### config.mk
export PLATFORM = sky130hd
export DESIGN_NAME = regfile_rat_flat
export DESIGN_NICKNAME = d
export VERILOG_FILES = /design/src/rtl/regfile_rat_if.sv /design/src/rtl/regfile_rat.sv /design/src/flat_wrapper.sv
export SDC_FILE = /design/constraint.sdc
export NUM_CORES = 2
export LEC_CHECK = 0
export BUFFER_PORTS_ARGS = -buffer_cell sky130_fd_sc_hd__buf_2
export CAP_MARGIN = 10
export CORE_UTILIZATION = 35
export CTS_BUF_LIST = sky130_fd_sc_hd__clkbuf_2
export DETAILED_ROUTE_END_ITERATION = 16
export GPL_TIMING_DRIVEN = 0
export PLACE_DENSITY = 0.54
export REMOVE_ABC_BUFFERS = 1
export SLEW_MARGIN = 20
export SYNTH_ARGS = -nofsm -noshare
export SYNTH_HDL_FRONTEND = slang
export SYNTH_SLANG_ARGS = --single-unit
### constraint.sdc
create_clock -name clk -period 48.4 [get_ports clk]
set_clock_uncertainty 0.05 [all_clocks]
set_input_delay 4.84 -clock clk [delete_from_list [all_inputs] [get_ports clk]]
set_output_delay 4.84 -clock clk [all_outputs]
set_load 0.01 [all_outputs]
### src/rtl/regfile_rat_if.sv
// Decode/dispatch/ROB bundle for regfile_rat.
// master drives IND/DP-stall/ROB; slave is the register file.
interface regfile_rat_if #(
  parameter int NAME_W = 5,
  parameter int DATA_W = 32,
  parameter int NICK_W = 4,
  parameter int OP_W   = 6,
  parameter int IMM_W  = 32
);
  logic              iIND_en;
  logic [NAME_W-1:0] iIND_rs1_regnm;
  logic [NAME_W-1:0] iIND_rs2_regnm;
  logic [NAME_W-1:0] iIND_rd_regnm;
  logic [OP_W-1:0]   iIND_op;
  logic [31:0]       iIND_pc;
  logic [IMM_W-1:0]  iIND_imm;
  logic              iIND_pd;
  logic              oIND_stall;

  logic              iDP_stall;
  logic              oDP_en;
  logic [DATA_W-1:0] oDP_rs1_dt;
  logic [DATA_W-1:0] oDP_rs2_dt;
  logic [NICK_W-1:0] oDP_rs1_nick;
  logic [NICK_W-1:0] oDP_rs2_nick;
  logic [NAME_W-1:0] oDP_rd_regnm;
  logic [OP_W-1:0]   oDP_op;
  logic [31:0]       oDP_pc;
  logic [IMM_W-1:0]  oDP_imm;
  logic              oDP_pd;

  logic              iROB_nick_en;
  logic [NAME_W-1:0] iROB_nick_regnm;
  logic [NICK_W-1:0] iROB_nick;
  logic              iROB_en;
  logic [NAME_W-1:0] iROB_rd_regnm;
  logic [DATA_W-1:0] iROB_rd_dt;
  logic [NICK_W-1:0] iROB_rd_nick;

  modport master (
    output iIND_en, iIND_rs1_regnm, iIND_rs2_regnm,
    output iIND_rd_regnm, iIND_op, iIND_pc, iIND_imm,
    output iIND_pd, iDP_stall,
    output iROB_nick_en, iROB_nick_regnm, iROB_nick,
    output iROB_en, iROB_rd_regnm, iROB_rd_dt,
    output iROB_rd_nick,
    input  oIND_stall, oDP_en, oDP_rs1_dt, oDP_rs2_dt,
    input  oDP_rs1_nick, oDP_rs2_nick, oDP_rd_regnm,
    input  oDP_op, oDP_pc, oDP_imm, oDP_pd
  );

  modport slave (
    input  iIND_en, iIND_rs1_regnm, iIND_rs2_regnm,
    input  iIND_rd_regnm, iIND_op, iIND_pc, iIND_imm,
    input  iIND_pd, iDP_stall,
    input  iROB_nick_en, iROB_nick_regnm, iROB_nick,
    input  iROB_en, iROB_rd_regnm, iROB_rd_dt,
    input  iROB_rd_nick,
    output oIND_stall, oDP_en, oDP_rs1_dt, oDP_rs2_dt,
    output oDP_rs1_nick, oDP_rs2_nick, oDP_rd_regnm,
    output oDP_op, oDP_pc, oDP_imm, oDP_pd
  );
endinterface

### src/rtl/regfile_rat.sv
// Architectural register file + rename tag table, registered dispatch slot.
// Ports: clk, rst (async high), rdy (global hold), clr (flush), bus (slave).
// Option: REGFILE_RAT_BYPASS_EN forwards a tag-clearing commit into the read.
module regfile_rat #(
  parameter int REG_NUM = 32,
  parameter int NAME_W  = 5,
  parameter int DATA_W  = 32,
  parameter int NICK_W  = 4,
  parameter int OP_W    = 6,
  parameter int IMM_W   = 32
) (
  input logic         clk,
  input logic         rst,
  input logic         rdy,
  input logic         clr,
  regfile_rat_if.slave bus
);

  typedef struct packed {
    logic              en;
    logic [DATA_W-1:0] rs1_dt;
    logic [NICK_W-1:0] rs1_nick;
    logic [DATA_W-1:0] rs2_dt;
    logic [NICK_W-1:0] rs2_nick;
    logic [NAME_W-1:0] rd;
    logic [OP_W-1:0]   op;
    logic [31:0]       pc;
    logic [IMM_W-1:0]  imm;
    logic              pd;
  } dp_t;

  logic [DATA_W-1:0] dt_q   [REG_NUM];
  logic [NICK_W-1:0] nick_q [REG_NUM];
  dp_t               dp_q, dp_d;

  logic              cmt_v, cmt_clr, ren_v;
  logic [NAME_W-1:0] rs1, rs2, cmt_rd;
  logic [DATA_W-1:0] rs1_dt, rs2_dt;
  logic [NICK_W-1:0] rs1_nk, rs2_nk;

  assign rs1     = bus.iIND_rs1_regnm;
  assign rs2     = bus.iIND_rs2_regnm;
  assign cmt_rd  = bus.iROB_rd_regnm;
  assign cmt_v   = bus.iROB_en && (cmt_rd != '0);
  // Tag only retires if no newer rename replaced it.
  assign cmt_clr = cmt_v && (nick_q[cmt_rd] == bus.iROB_rd_nick);
  assign ren_v   = bus.iROB_nick_en &&
                   (bus.iROB_nick_regnm != '0);

  always_comb begin
    rs1_dt = dt_q[rs1];
    rs1_nk = nick_q[rs1];
    rs2_dt = dt_q[rs2];
    rs2_nk = nick_q[rs2];
`ifdef REGFILE_RAT_BYPASS_EN
    if (cmt_clr && (cmt_rd == rs1)) begin
      rs1_dt = bus.iROB_rd_dt;
      rs1_nk = '0;
    end
    if (cmt_clr && (cmt_rd == rs2)) begin
      rs2_dt = bus.iROB_rd_dt;
      rs2_nk = '0;
    end
`endif
  end

  always_comb begin
    dp_d = dp_q;
    if (clr) begin
      dp_d = '0;
    end else if (!bus.iDP_stall) begin
      dp_d = '0;
      if (bus.iIND_en) begin
        dp_d.en       = 1'b1;
        dp_d.rs1_dt   = rs1_dt;
        dp_d.rs1_nick = rs1_nk;
        dp_d.rs2_dt   = rs2_dt;
        dp_d.rs2_nick = rs2_nk;
        dp_d.rd       = bus.iIND_rd_regnm;
        dp_d.op       = bus.iIND_op;
        dp_d.pc       = bus.iIND_pc;
        dp_d.imm      = bus.iIND_imm;
        dp_d.pd       = bus.iIND_pd;
      end
    end
  end

  always_ff @(posedge clk or posedge rst) begin
    if (rst) begin
      dp_q <= '0;
      for (int i = 0; i < REG_NUM; i++) begin
        dt_q[i]   <= '0;
        nick_q[i] <= '0;
      end
    end else if (rdy) begin
      dp_q <= dp_d;
      if (cmt_v)
        dt_q[cmt_rd] <= bus.iROB_rd_dt;
      if (clr) begin
        for (int i = 0; i < REG_NUM; i++)
          nick_q[i] <= '0;
      end else begin
        if (cmt_clr)
          nick_q[cmt_rd] <= '0;
        // Later assignment: rename beats a same-register commit.
        if (ren_v)
          nick_q[bus.iROB_nick_regnm] <= bus.iROB_nick;
      end
    end
  end

  assign bus.oIND_stall   = bus.iDP_stall;
  assign bus.oDP_en       = dp_q.en;
  assign bus.oDP_rs1_dt   = dp_q.rs1_dt;
  assign bus.oDP_rs1_nick = dp_q.rs1_nick;
  assign bus.oDP_rs2_dt   = dp_q.rs2_dt;
  assign bus.oDP_rs2_nick = dp_q.rs2_nick;
  assign bus.oDP_rd_regnm = dp_q.rd;
  assign bus.oDP_op       = dp_q.op;
  assign bus.oDP_pc       = dp_q.pc;
  assign bus.oDP_imm      = dp_q.imm;
  assign bus.oDP_pd       = dp_q.pd;

endmodule
### src/flat_wrapper.sv
// flat-port wrapper written by rule: the top's interface ports become plain ports
module regfile_rat_flat 
#(
  parameter int REG_NUM = 32,
  parameter int NAME_W  = 5,
  parameter int DATA_W  = 32,
  parameter int NICK_W  = 4,
  parameter int OP_W    = 6,
  parameter int IMM_W   = 32
)
  (clk, rst, rdy, clr, bus_iIND_en, bus_iIND_rs1_regnm, bus_iIND_rs2_regnm, bus_iIND_rd_regnm, bus_iIND_op, bus_iIND_pc, bus_iIND_imm, bus_iIND_pd, bus_iDP_stall, bus_iROB_nick_en, bus_iROB_nick_regnm, bus_iROB_nick, bus_iROB_en, bus_iROB_rd_regnm, bus_iROB_rd_dt, bus_iROB_rd_nick, bus_oIND_stall, bus_oDP_en, bus_oDP_rs1_dt, bus_oDP_rs2_dt, bus_oDP_rs1_nick, bus_oDP_rs2_nick, bus_oDP_rd_regnm, bus_oDP_op, bus_oDP_pc, bus_oDP_imm, bus_oDP_pd);
  regfile_rat_if #(.NAME_W(NAME_W), .DATA_W(DATA_W), .NICK_W(NICK_W), .OP_W(OP_W), .IMM_W(IMM_W)) bus_i ();
  input logic clk;
  input logic rst;
  input logic rdy;
  input logic clr;
  input wire logic [$bits(bus_i.iIND_en)-1:0] bus_iIND_en;
  input wire logic [$bits(bus_i.iIND_rs1_regnm)-1:0] bus_iIND_rs1_regnm;
  input wire logic [$bits(bus_i.iIND_rs2_regnm)-1:0] bus_iIND_rs2_regnm;
  input wire logic [$bits(bus_i.iIND_rd_regnm)-1:0] bus_iIND_rd_regnm;
  input wire logic [$bits(bus_i.iIND_op)-1:0] bus_iIND_op;
  input wire logic [$bits(bus_i.iIND_pc)-1:0] bus_iIND_pc;
  input wire logic [$bits(bus_i.iIND_imm)-1:0] bus_iIND_imm;
  input wire logic [$bits(bus_i.iIND_pd)-1:0] bus_iIND_pd;
  input wire logic [$bits(bus_i.iDP_stall)-1:0] bus_iDP_stall;
  input wire logic [$bits(bus_i.iROB_nick_en)-1:0] bus_iROB_nick_en;
  input wire logic [$bits(bus_i.iROB_nick_regnm)-1:0] bus_iROB_nick_regnm;
  input wire logic [$bits(bus_i.iROB_nick)-1:0] bus_iROB_nick;
  input wire logic [$bits(bus_i.iROB_en)-1:0] bus_iROB_en;
  input wire logic [$bits(bus_i.iROB_rd_regnm)-1:0] bus_iROB_rd_regnm;
  input wire logic [$bits(bus_i.iROB_rd_dt)-1:0] bus_iROB_rd_dt;
  input wire logic [$bits(bus_i.iROB_rd_nick)-1:0] bus_iROB_rd_nick;
  output wire logic [$bits(bus_i.oIND_stall)-1:0] bus_oIND_stall;
  output wire logic [$bits(bus_i.oDP_en)-1:0] bus_oDP_en;
  output wire logic [$bits(bus_i.oDP_rs1_dt)-1:0] bus_oDP_rs1_dt;
  output wire logic [$bits(bus_i.oDP_rs2_dt)-1:0] bus_oDP_rs2_dt;
  output wire logic [$bits(bus_i.oDP_rs1_nick)-1:0] bus_oDP_rs1_nick;
  output wire logic [$bits(bus_i.oDP_rs2_nick)-1:0] bus_oDP_rs2_nick;
  output wire logic [$bits(bus_i.oDP_rd_regnm)-1:0] bus_oDP_rd_regnm;
  output wire logic [$bits(bus_i.oDP_op)-1:0] bus_oDP_op;
  output wire logic [$bits(bus_i.oDP_pc)-1:0] bus_oDP_pc;
  output wire logic [$bits(bus_i.oDP_imm)-1:0] bus_oDP_imm;
  output wire logic [$bits(bus_i.oDP_pd)-1:0] bus_oDP_pd;
  assign bus_i.iIND_en = bus_iIND_en;
  assign bus_i.iIND_rs1_regnm = bus_iIND_rs1_regnm;
  assign bus_i.iIND_rs2_regnm = bus_iIND_rs2_regnm;
  assign bus_i.iIND_rd_regnm = bus_iIND_rd_regnm;
  assign bus_i.iIND_op = bus_iIND_op;
  assign bus_i.iIND_pc = bus_iIND_pc;
  assign bus_i.iIND_imm = bus_iIND_imm;
  assign bus_i.iIND_pd = bus_iIND_pd;
  assign bus_i.iDP_stall = bus_iDP_stall;
  assign bus_i.iROB_nick_en = bus_iROB_nick_en;
  assign bus_i.iROB_nick_regnm = bus_iROB_nick_regnm;
  assign bus_i.iROB_nick = bus_iROB_nick;
  assign bus_i.iROB_en = bus_iROB_en;
  assign bus_i.iROB_rd_regnm = bus_iROB_rd_regnm;
  assign bus_i.iROB_rd_dt = bus_iROB_rd_dt;
  assign bus_i.iROB_rd_nick = bus_iROB_rd_nick;
  assign bus_oIND_stall = bus_i.oIND_stall;
  assign bus_oDP_en = bus_i.oDP_en;
  assign bus_oDP_rs1_dt = bus_i.oDP_rs1_dt;
  assign bus_oDP_rs2_dt = bus_i.oDP_rs2_dt;
  assign bus_oDP_rs1_nick = bus_i.oDP_rs1_nick;
  assign bus_oDP_rs2_nick = bus_i.oDP_rs2_nick;
  assign bus_oDP_rd_regnm = bus_i.oDP_rd_regnm;
  assign bus_oDP_op = bus_i.oDP_op;
  assign bus_oDP_pc = bus_i.oDP_pc;
  assign bus_oDP_imm = bus_i.oDP_imm;
  assign bus_oDP_pd = bus_i.oDP_pd;
  regfile_rat #(.REG_NUM(REG_NUM), .NAME_W(NAME_W), .DATA_W(DATA_W), .NICK_W(NICK_W), .OP_W(OP_W), .IMM_W(IMM_W)) u_core (.clk(clk), .rst(rst), .rdy(rdy), .clr(clr), .bus(bus_i));
endmodule
==> qor.yml <==
status:
  outcome: "complete, no violations"
worst_setup_path:
  crit_top_cell: "buf_2"
  ff2ff_path_depth: 10
  crit_fanout: 2
  slowest_stage: "buf_2"
  cp_num_buf_inv: 2
  crit_path_cell_trace: "buf_2, buf_2"
  worstReg2RegEnd: "u_core.nick_q[10]"
  r2r_slack_ps: 44110
  r2r_start: "u_core.nick_q[99]"
  cpPeakStageDelay_ps: 130
  cp_top_family: "buffers and inverters"
  path_class: "input port to primary output"
  critPathRequiredTime_ps: 43510
  critPathLaunchType: "input port"
  crit_path_end_kind: "primary output"
  worst_ep_arrival_time_ps: 5100
timing:
  setup_viol: 0
  setup_tns_ps: 0
  slew_viol_final: 0
  period_share: 0.206
  fmax_ghz: 0.100
  fin_ws_ps: 38410
  hold_viol_final: 0
  min_period_ps: 9990
  slew_headroom: 0.227
  rsz0062_at_grt: "no"
  worst_hold_slack_ps: 350
  worst_pin_slew_ps: 1160
synthesis:
  async_flop_share: 1.00
  ys_seq_elements: 1301
  ys.flop_type: "dfrtp_1"
  yosys_warnings: 0
  post_synth.cell_area_avg_um2: 15.1
  syn_area_um2: 68300
  synth_edf_count: 0
  ys_seq_area_frac: 0.476
  ys_types: 44
  synthCells: 4528
global_route:
  grt_first_pass_wirelength_um: 317000
  grt_max_degree: 104
  overflow: 0
  grt_antenna_before_repair: 19
  grt_usage: 0.217
  grt_pass1_vias: 46300
clock_tree:
  cts_tree: "built"
  cts-root-buf: "clkbuf_2"
  cts.hold.buffers_added: 0
  ctsResizeCount: 0
  cts_inserted_buffers: 366
  clock_sinks: 1301
  clock_path_buffers: 4
  htree_levels: 5
  clkTransAtPathRegs_ps: 90
  post-cts-setup-buffers: 0
  insertion_delay_ps: 1770
hold_path:
  hold_start: "u_core.dt_q[998]"
  hold_path_class: "register to register"
  min_to: "u_core.dt_q[998]"
  hold_depth: 0
layout:
  syn2layout_area_growth_pct: 13.6
  drive_above_1_share: 0.544
  final_util: 0.402
  nets: 4967
power:
  ir_drop_v: 0.0000229
  p_per_area_nw_per_um2: 33.2
  power_leakage_nw: 34.7
drt:
  drc: 0
  drt_iter0_drc: 3566
  ant_nets: 0
  vias: 44300
  wl_per_cell_um: 28.0
  drtPass1Iterations: 6
  routed_wl_um: 213000
  avgViaCountPerCell: 5.83
floorplanning:
  placementRows: 161
  dieArea_um2: 197000
  design.core.area_um2: 193000
  start_util: 0.354
  die_h_um: 444
  die_w_um: 444
  io-pin-count: 294
job:
  drv_cap: 0
placement:
  dp_hpwl_um: 135000
  place_congestion: 0.809
  pre_cts_slack_ps: 38410
  port_buffers: 293
per-stage QoR:
step	cells	total power (W)	cell area [um2]
floorplan	4031	0.00164	66500
global placement	6850	0.00182	71100
detailed placement	6981	0.00182	74600
CTS	7592	0.00262	77600
global route	7602	0.00272	77600
finish	7603	0.00258	77600
state kept, by name, indices dropped and copies added (netlist names):
name,cells
u_core.bus.oDP_en,1
u_core.bus.oDP_op,6
u_core.bus.oDP_imm,32
u_core.bus.oDP_pd,1
u_core.bus.oDP_rs1_nick,4
u_core.dt_q,1024
u_core.bus.oDP_rs1_dt,32
u_core.bus.oDP_rd_regnm,5
u_core.bus.oDP_rs2_dt,32
u_core.nick_q,128
u_core.bus.oDP_pc,32
u_core.bus.oDP_rs2_nick,4
where the power goes:
| part | internal [W] | leakage, nW | switching [W] | total [W] |
|---|---|---|---|---|
| Combinational | 0.000281 | 14.9 | 0.000198 | 0.000479 |
| Sequential | 0.00122 | 17.4 | 0.000101 | 0.00132 |
| Clock | 0.000299 | 2.40 | 0.000480 | 0.000779 |
Yosys cell counts (2+ instances only):
| cell type | n | area (um2) |
|---|---|---|
| o2bb2ai_1 | 32 | 280 |
| a211o_1 | 4 | 35.0 |
| mux4_2 | 736 | 16600 |
| nor2b_1 | 5 | 31.3 |
| nor2_1 | 145 | 544 |
| a22oi_1 | 16 | 120 |
| buf_2 | 10 | 50.1 |
| o21ai_1 | 49 | 245 |
| a31o_1 | 24 | 210 |
| a32oi_1 | 8 | 70.1 |
| clkbuf_1 | 379 | 1420 |
| a21o_1 | 8 | 60.1 |
| and3b_1 | 9 | 78.8 |
| nor3_1 | 8 | 40.0 |
| nand2_1 | 156 | 586 |
| dfrtp_1 | 1301 | 32600 |
| and2_1 | 6 | 37.5 |
| o21ai_0 | 112 | 561 |
| nand4_2 | 3 | 37.5 |
| and3_1 | 16 | 100 |
| inv_1 | 2 | 7.51 |
| nand4b_1 | 2 | 17.5 |
| nand4_1 | 6 | 37.5 |
| a21oi_1 | 97 | 485 |
| nand3_1 | 7 | 35.0 |
| a221o_1 | 3 | 30.0 |
| o31ai_1 | 3 | 22.5 |
| buf_1 | 105 | 394 |
| nand3b_1 | 57 | 428 |
| mux2_2 | 992 | 11200 |
| or2_2 | 3 | 18.8 |
| a22o_1 | 80 | 701 |
| or4_1 | 3 | 22.5 |
| mux2i_1 | 104 | 1040 |
| nand2b_1 | 7 | 43.8 |
| and4_1 | 20 | 175 |
| buf_4 | 3 | 22.5 |
area by class of cell:
type	instances	area, um2
Fill cell	18000	116000
Antenna cell	11	27.5
Tap cell	2526	3160
Timing Repair Buffer	424	4680
Sequential cell	1301	32600
Inverter	3	23.8
Clock buffer	543	2720
Multi-Input combinational cell	2727	34200
Clock inverter	68	293
logic make-up (layout without fill, tap and decap cells):
kind of cell / Yosys count / count (layout) / share of synthesized area
buf+inv: 500 / 1038 / 0.0278
flops: 1301 / 1301 / 0.476
simple gates: 455 / 455 / 0.0329
mux: 1832 / 1832 / 0.421
other cells: 0 / 11 / 0
compound gates: 440 / 440 / 0.0418
cells in the final DEF (no fill, tap or decap), types with 7 or more instances in the layout:
| master | n |
|---|---|
| a22oi_1 | 16 |
| diode_2 | 11 |
| and3_1 | 15 |
| a32oi_1 | 8 |
| buf_16 | 79 |
| clkbuf_2 | 543 |
| a31o_1 | 24 |
| nand2_1 | 148 |
| nand3b_1 | 57 |
| o21ai_0 | 112 |
| buf_8 | 9 |
| a22o_1 | 80 |
| clkinv_1 | 56 |
| buf_12 | 44 |
| nor2_4 | 23 |
| a21o_1 | 8 |
| mux4_2 | 736 |
| o2bb2ai_1 | 32 |
| dfrtp_1 | 1301 |
| nor3_1 | 7 |
| mux2i_1 | 104 |
| o21ai_1 | 48 |
| clkinv_2 | 9 |
| mux2_2 | 992 |
| buf_2 | 286 |
| and4_1 | 20 |
| nor2_1 | 120 |
| and3b_1 | 9 |
| a21oi_1 | 97 |
how the worst max path moves through the flow:
| stage | start | slack (ps) | endpoint | cells after the start |
|---|---|---|---|---|
| 2_1_floorplan | rst | 6840 | u_core.bus.oDP_en | 1 |
| 3_3_place_gp | rst | -9210 | u_core.bus.oDP_rs1_dt[25] | 2 |
| 3_5_place_dp | bus_iDP_stall | 38410 | bus_oIND_stall | 2 |
| 4_1_cts | bus_iDP_stall | 38410 | bus_oIND_stall | 2 |
| 5_1_grt | bus_iDP_stall | 38410 | bus_oIND_stall | 2 |
| 6_report | bus_iDP_stall | 38410 | bus_oIND_stall | 2 |
metal layers:
layer,global-route usage,wire length [um]
met5,0,52
met4,0.0830,7190
met3,0.0415,12800
met2,0.345,102000
met1,0.293,90900
Note: power is estimated with default switching activity, not from simulation.
